[config.mk]
export PLATFORM = sky130hd
export DESIGN_NAME = addr_seq
export DESIGN_NICKNAME = d
export VERILOG_FILES = /design/src/rtl/addr_seq.sv
export SDC_FILE = /design/constraint.sdc
export NUM_CORES = 1
export LEC_CHECK = 0
export ABC_AREA = 1
export CAP_MARGIN = 20
export CORE_AREA = 2 2 60 73
export DETAILED_ROUTE_END_ITERATION = 10
export DIE_AREA = 0 0 62 75
export GPL_ROUTABILITY_DRIVEN = 0
export PLACE_DENSITY = 0.75
export SYNTH_ARGS = -nofsm -noshare
export SYNTH_HDL_FRONTEND = slang
export SYNTH_SLANG_ARGS = --single-unit
export TNS_END_PERCENT = 1
[constraint.sdc]
create_clock -name i_clk -period 1.3 [get_ports i_clk]
set_clock_uncertainty 0.05 [all_clocks]
set_input_delay 0.195 -clock i_clk [delete_from_list [all_inputs] [get_ports i_clk]]
set_output_delay 0.195 -clock i_clk [all_outputs]
set_load 0.005 [all_outputs]
[src/rtl/addr_seq.sv]
// addr_seq: instruction-cycle sequencer and bus address selector.
//
// Generates the fetch/execute phasing of each instruction cycle and drives a
// registered address onto the shared memory/port bus. The address is loaded
// only at half boundaries (start of fetch, start of execute), so downstream
// ROM/RAM/ports see a value that is stable for the whole half.
//
// Parameters:
//   AW      address width in bits
//   PHASES  clocks per instruction cycle (even, >= 4); first half is fetch
//   PW      phase counter width (derived, not overridable)
//
// Ports:
//   i_clk          system clock, rising edge
//   i_rst          synchronous reset, active-high
//   i_en           run enable, sampled only at cycle boundaries
//   i_pc_addr      program counter address (fetch source)
//   i_ir_addr      operand address (CPU execute source)
//   i_data_idle    current instruction makes no data access in execute
//   i_dma_req      DMA requests the execute half
//   i_dma_addr     DMA address
//   o_addr         registered bus address
//   o_fetch        high during the fetch half
//   o_phase        current phase index 0..PHASES-1
//   o_cycle_start  high during phase 0 of fetch
//   o_dma_gnt      high during an execute half owned by DMA
//   o_src          address owner: 0 PC, 1 IR, 2 DMA, 3 none
module addr_seq #(
    parameter  int AW     = 13,
    parameter  int PHASES = 8,
    localparam int PW     = $clog2(PHASES)
) (
    input  logic          i_clk,
    input  logic          i_rst,
    input  logic          i_en,
    input  logic [AW-1:0] i_pc_addr,
    input  logic [AW-1:0] i_ir_addr,
    input  logic          i_data_idle,
    input  logic          i_dma_req,
    input  logic [AW-1:0] i_dma_addr,
    output logic [AW-1:0] o_addr,
    output logic          o_fetch,
    output logic [PW-1:0] o_phase,
    output logic          o_cycle_start,
    output logic          o_dma_gnt,
    output logic [1:0]    o_src
);

    typedef enum logic [1:0] {
        ST_IDLE  = 2'd0,
        ST_FETCH = 2'd1,
        ST_EXEC  = 2'd2
    } state_t;

    localparam logic [PW-1:0] LP_FETCH_LAST = PW'(PHASES / 2 - 1);
    localparam logic [PW-1:0] LP_EXEC_LAST  = PW'(PHASES - 1);
    localparam logic [PW-1:0] LP_PHASE_ONE  = PW'(1);

    localparam logic [1:0] LP_SRC_PC   = 2'd0;
    localparam logic [1:0] LP_SRC_IR   = 2'd1;
    localparam logic [1:0] LP_SRC_DMA  = 2'd2;
    localparam logic [1:0] LP_SRC_NONE = 2'd3;

    state_t        r_state;
    logic [PW-1:0] r_phase;
    logic [AW-1:0] r_addr;
    logic          r_fetch;
    logic          r_cycle_start;
    logic          r_dma_gnt;
    logic [1:0]    r_src;

    state_t        w_state_nxt;
    logic [PW-1:0] w_phase_nxt;
    logic [AW-1:0] w_addr_nxt;
    logic          w_dma_gnt_nxt;
    logic [1:0]    w_src_nxt;

    // Next-state decode: phase advance, boundary decisions and address capture.
    always_comb begin
        w_state_nxt   = r_state;
        w_phase_nxt   = r_phase;
        w_addr_nxt    = r_addr;
        w_dma_gnt_nxt = r_dma_gnt;
        w_src_nxt     = r_src;
        case (r_state)
            ST_IDLE: begin
                w_phase_nxt   = {PW{1'b0}};
                w_dma_gnt_nxt = 1'b0;
                if (i_en) begin
                    w_state_nxt = ST_FETCH;
                    w_addr_nxt  = i_pc_addr;
                    w_src_nxt   = LP_SRC_PC;
                end else begin
                    // Address bus deliberately holds its last value while idle.
                    w_src_nxt = LP_SRC_NONE;
                end
            end
            ST_FETCH: begin
                w_phase_nxt = r_phase + LP_PHASE_ONE;
                if (r_phase == LP_FETCH_LAST) begin
                    w_state_nxt = ST_EXEC;
                    // DMA only takes an execute half the CPU does not need.
                    if (i_dma_req && i_data_idle) begin
                        w_addr_nxt    = i_dma_addr;
                        w_src_nxt     = LP_SRC_DMA;
                        w_dma_gnt_nxt = 1'b1;
                    end else begin
                        w_addr_nxt    = i_ir_addr;
                        w_src_nxt     = LP_SRC_IR;
                        w_dma_gnt_nxt = 1'b0;
                    end
                end else begin
                    w_state_nxt = ST_FETCH;
                end
            end
            ST_EXEC: begin
                if (r_phase == LP_EXEC_LAST) begin
                    w_phase_nxt   = {PW{1'b0}};
                    w_dma_gnt_nxt = 1'b0;
                    if (i_en) begin
                        w_state_nxt = ST_FETCH;
                        w_addr_nxt  = i_pc_addr;
                        w_src_nxt   = LP_SRC_PC;
                    end else begin
                        w_state_nxt = ST_IDLE;
                        w_src_nxt   = LP_SRC_NONE;
                    end
                end else begin
                    w_phase_nxt = r_phase + LP_PHASE_ONE;
                end
            end
            default: begin
                w_state_nxt   = ST_IDLE;
                w_phase_nxt   = {PW{1'b0}};
                w_dma_gnt_nxt = 1'b0;
                w_src_nxt     = LP_SRC_NONE;
            end
        endcase
    end

    // State and output registers; fetch/cycle_start are decoded from the next
    // state so they come straight from flops and cannot glitch.
    always_ff @(posedge i_clk) begin
        if (i_rst) begin
            r_state       <= ST_IDLE;
            r_phase       <= {PW{1'b0}};
            r_addr        <= {AW{1'b0}};
            r_fetch       <= 1'b0;
            r_cycle_start <= 1'b0;
            r_dma_gnt     <= 1'b0;
            r_src         <= LP_SRC_NONE;
        end else begin
            r_state       <= w_state_nxt;
            r_phase       <= w_phase_nxt;
            r_addr        <= w_addr_nxt;
            r_fetch       <= (w_state_nxt == ST_FETCH);
            r_cycle_start <= (w_state_nxt == ST_FETCH) && (w_phase_nxt == {PW{1'b0}});
            r_dma_gnt     <= w_dma_gnt_nxt;
            r_src         <= w_src_nxt;
        end
    end

    assign o_addr        = r_addr;
    assign o_fetch       = r_fetch;
    assign o_phase       = r_phase;
    assign o_cycle_start = r_cycle_start;
    assign o_dma_gnt     = r_dma_gnt;
    assign o_src         = r_src;

endmodule

==> After elaboration in Yosys (flattened, before gate mapping) <==
Cells that the tools add are included.
{ "totals": {"register_bits": 23, "in_bits": 44, "output_inout_bits": 21, "wordCells": 43} }
{ "classes": {"n_addsub": 1, "n_eq_ne": 7, "n_mux": 21, "reduce_logical": 7} }
{ "ops": {"columns": ["cell", "count"], "rows": [
  ["2-to-1 mux 13 bit", 4],
  ["one-hot mux 13 bit (3 select lines)", 1],
  ["2-to-1 mux 2 bit", 7],
  ["one-hot mux 2 bit (3 select lines)", 2],
  ["one-hot mux 3 bit (2 select lines)", 1],
  ["equality test 2 x 1 -> 1 bit (second input constant)", 2],
  ["2-to-1 mux 1 bit", 4],
  ["inequality test 2 bit (second input constant)", 2],
  ["adder 3 x 1 -> 3 bit (second input constant)", 1],
  ["equality test 3 x 2 -> 1 bit (second input constant)", 1],
  ["equality test 3 bit (second input constant)", 1],
  ["zero test 3 bit", 1],
  ["2-to-1 mux 3 bit", 1],
  ["AND reduction 3 bit", 1],
  ["nonzero test 3 bit", 1],
  ["equality test 2 bit (second input constant)", 1],
  ["logical AND 1 bit", 2],
  ["zero test 2 bit", 1],
  ["one-hot mux 1 bit (2 select lines)", 1],
  ["AND reduction 2 bit", 1]
]} }

==> Logic depth before layout (Yosys ltp) <==
{ "depth": {"depth_word": 5, "mapped_depth": 11, "mapped_depth_nobuf": 10} }

==> Worst setup path before layout <==
No wires, ideal clock.
{ "synth_path": {"path_type": "flip-flop to flip-flop", "startpoint": "register r_phase[0], in the netlist o_phase[0]", "endpoint": "register r_addr[0], in the netlist o_addr[0]", "setup_ps": 113, "t_arrival_ps": 1300, "required_ps": 1137, "setup_slack_ps": -163, "stages_incl_launch_ff": 12, "path_buffers": 1, "period_less_slack_ps": 1463, "cell_sequence": "dfxtp_1 -> ha_1 -> ha_1 -> inv_1 -> nand2_1 -> nand2_2 -> inv_4 -> nand2_8 -> buf_6 -> nand2_1 -> nand2_1 -> nor2_1"} }
{ "synth_via": {"elab_chain_len": 3, "word_cells_on_any_way": 5, "classes_between": "eq/ne (4); reduce/logical (1)"} }
{ "synth_lines": {"columns": ["element", "line", "rtl"], "rows": [
  ["start, declared", "65", "logic [PW-1:0] r_phase;"],
  ["start signal, assigned", "146", "r_phase <= {PW{1'b0}};"],
  ["start signal, assigned", "154", "r_phase <= w_phase_nxt;"],
  ["equality test 3 bit or equality test 3 x 2 -> 1 bit (tied branches)", "117, 100", null],
  ["inequality test 2 bit (no source line)", null, null],
  ["AND reduction 3 bit (no source line) *", null, null],
  ["end signal, assigned", "147", "r_addr <= {AW{1'b0}};"],
  ["end signal, assigned", "155", "r_addr <= w_addr_nxt;"],
  ["end, declared", "66", "logic [AW-1:0] r_addr;"]
]} }
Every way passes the cells marked *; elsewhere a longest branch is shown, timed or not.
A chain may end at the register's enable or synchronous reset.

==> Worst setup path in the final report <==
{ "layout_path": {"startpoint": "register r_phase[0], in the netlist o_phase[0]", "endpoint": "register r_addr[11], in the netlist o_addr[11]"} }
Same word-level chain as after synthesis.

==> results_dict.tcl <==
set metrics [dict create \
    outcome "finished, violations left" \
    violations "setup timing" \
    crit_path_max_fanout 13 \
    synth.cell_area_um2 1448 \
    start_kind "flop" \
    antenna_found_initial 0 \
    p_sw_uw 615.8 \
    combinationalPowerShare_pct 35.9 \
    h-tree-depth 1 \
    dp_hpwl_mm 3.168 \
    drt_iter0_markers 95 \
    track_usage_pct 18.32 \
    finalWirelength_mm 4.266 \
    synth_edf_count 0 \
    die_area_um2 4650 \
    required_ns 1.42 \
    peakVddDrop_v 0.0004819 \
    timing.fmax_mhz 690.4 \
    insertion_delay_ns 0.27 \
    yosys_most_used_dff "dfxtp_1" \
    final_util_pct 60.45 \
    async_flop_share_pct 0 \
    ctsHoldBuffers 0 \
    synth_largest_area_cell "dfxtp_1" \
    hold_violations 0 \
    p_per_area_nw_per_um2 839.5 \
    hold_path_class "flop to flop" \
    globalRoute.totalOverflow 0 \
    slew_viol_final 0 \
    fin_crit_ns 1.448 \
    avgRoutedWirePerCell_um 11.95 \
    ys_top_cells_by_area "dfxtp_1 32%, nand2_1 15%, nand3_1 11%" \
    worst_pin_slew_ns 0.2977 \
    cts_buffer_depth 2 \
    placed_area_um2 2301 \
    yosys.cell_types.count 22 \
    num_vias 1659 \
    core_um2 3910 \
    post_cts_buffers 0 \
    worst_setup_path_end_kind "flop" \
    cts_root_buffer "clkbuf_8" \
    synth_most_common_cell "nand2_1" \
    final_cell_area_um2 2364 \
    die_w_um 62 \
    area_growth_pct 63.27 \
    place_ws_ns -0.1918 \
    slew_headroom_pct 80.08 \
    initial_core_util_pct 37.02 \
    setup_slack_ns -0.1485 \
    synth-warning-count 0 \
    vias_per_cell 4.647 \
    synth_seq_cells 23 \
    switching_share_pct 31.04 \
    internal_power_mw 1.368 \
    rsz0062_at_grt "true" \
    place_inst 352 \
    cts-buffers-inserted 3 \
    p_leak_nw 1.162 \
    synth_top_area_share_pct 31.81 \
    synth_cells 222 \
    placementRows 25 \
    setup_viol 18 \
    cts.sinks 23 \
    syn_nets 274 \
    fin_nets 356 \
    drv_cap 0 \
    layout-drive-gt1-share_pct 17.16 \
    synth_common_cells "56 x nand2_1, 37 x nor2_1, 32 x nand3_1" \
    min_period_over_period_pct 111.4 \
    avgSynthCellArea_um2 6.521 \
    pwr-share-seq_pct 41.3 \
    die_h_um 75 \
    n_antenna_cell 0 \
    grt_first_pass_wirelength_mm 6.499 \
    critPathArrivalTime_ns 1.57 \
    grt_max_degree 27 \
    clkTransAtPathRegs_ns 0.09 \
    grt_pass1_vias 1572 \
    ys_seq_area_share_pct 31.81 \
    hold_ws_ns 0.4247 \
    p_clk_share_pct 22.8 \
    first_pass_iters 4 \
    ant_nets 0 \
    path_class "flop to flop" \
    stdcell_count 357 \
    io_pins 65 \
    cts_tree "yes" \
    port_buffers 64 \
    drc 0 \
]
==> cells by family (layout without fill, tap and decap cells) <==
family / after synthesis / in the layout / synth area share [%]
and+or+nand+nor: 145 / 146 / 45.12
buffers and inverters: 39 / 119 / 13.14
DFF: 23 / 23 / 31.81
adders and majority gates: 8 / 8 / 6.915
AOI/OAI and AO/OA: 7 / 7 / 3.025
==> layout make-up <==
class | count | area, um^2
clock buffers | 3 | 41.29
repair buffers | 86 | 792.0
flip-flops and latches | 23 | 476.7
clock inverters | 1 | 5.005
well taps | 54 | 67.56
fillers | 379 | 1546
inverters | 29 | 113.9
multi-input cells | 161 | 867.1
==> critical path, cell delays in order (launching register included) <==
cell     delay, ns
dfxtp_2       0.34
ha_4          0.18
ha_4          0.15
inv_1         0.06
nand2_1       0.06
nand2_2       0.10
inv_6         0.07
nand2_4       0.15
nand2_1       0.07
nand2_1       0.06
nor2_1        0.04
==> flip-flops by register name, indices dropped and copies added (netlist names) <==
register / cells
o_src: 2
o_fetch: 1
o_phase: 3
o_cycle_start: 1
r_state: 2
o_dma_gnt: 1
o_addr: 13
==> metrics by stage <==
step | power (mW) | setup TNS (ns)
global placement | 1.560 | -2.201
global route | 2.126 | -3.692
detailed placement | 1.575 | -2.678
floorplan | 1.202 | -0.8350
finish | 1.984 | -1.876
CTS | 1.995 | -1.959
==> routing by layer <==
layer / GRT usage [%] / vias to the layer above / routed length, um
met5: 0 / - / 0
met4: 5.674 / 0 / 39
met3: 4.811 / 4 / 385
met2: 33.45 / 53 / 2049
met1: 20.08 / 734 / 1791
li1: - / 868 / -
==> power by group through the flow <==
stage	clock, mW	sequential [mW]	combinational (mW)
after floorplan	0	0.842	0.360
after global placement	0	0.835	0.725
after detailed placement	0	0.837	0.738
after CTS	0.472	0.821	0.703
after global routing	0.499	0.831	0.796
final	0.452	0.820	0.712
==> path summary, 6_finish.rpt <==
path                            slack (ns)  cells past startpoint                      end                   from
worst max-delay path                 -0.15                     10  o_addr[11]$_SDFFE_PP0P_  o_phase[0]$_SDFF_PP0_
worst min-delay path                  0.42                      2    o_src[0]$_SDFFE_PP1P_  o_src[0]$_SDFFE_PP1P_
worst max register to register       -0.15                     10  o_addr[11]$_SDFFE_PP0P_  o_phase[0]$_SDFF_PP0_
worst min register to register        0.42                      2    o_src[0]$_SDFFE_PP1P_  o_src[0]$_SDFFE_PP1P_
==> cell usage in the layout, fill, tap and decap left out, types with 3 or more instances in the layout <==
| cell | Yosys | routed |
|---|---|---|
| dfxtp_2 | 0 | 10 |
| buf_4 | 2 | 21 |
| clkbuf_8 | 0 | 3 |
| nand2_2 | 3 | 3 |
| nor2_1 | 37 | 37 |
| clkdlybuf4s50_1 | 0 | 43 |
| dfxtp_1 | 23 | 12 |
| nand4_1 | 13 | 13 |
| inv_1 | 28 | 27 |
| nand2_1 | 56 | 56 |
| ha_4 | 0 | 4 |
| nand3_1 | 32 | 32 |
| dlygate4sd2_1 | 0 | 21 |
==> repair_timing <==
action / in CTS / in global routing
pin swaps: 1 / 1
cloned: 0 / 1
resized for setup: 32 / 1
endpoints found under the setup margin: 41 / 22
hold endpoints to repair: 0 / 0
No activity file was read; power rests on OpenSTA's default activity.
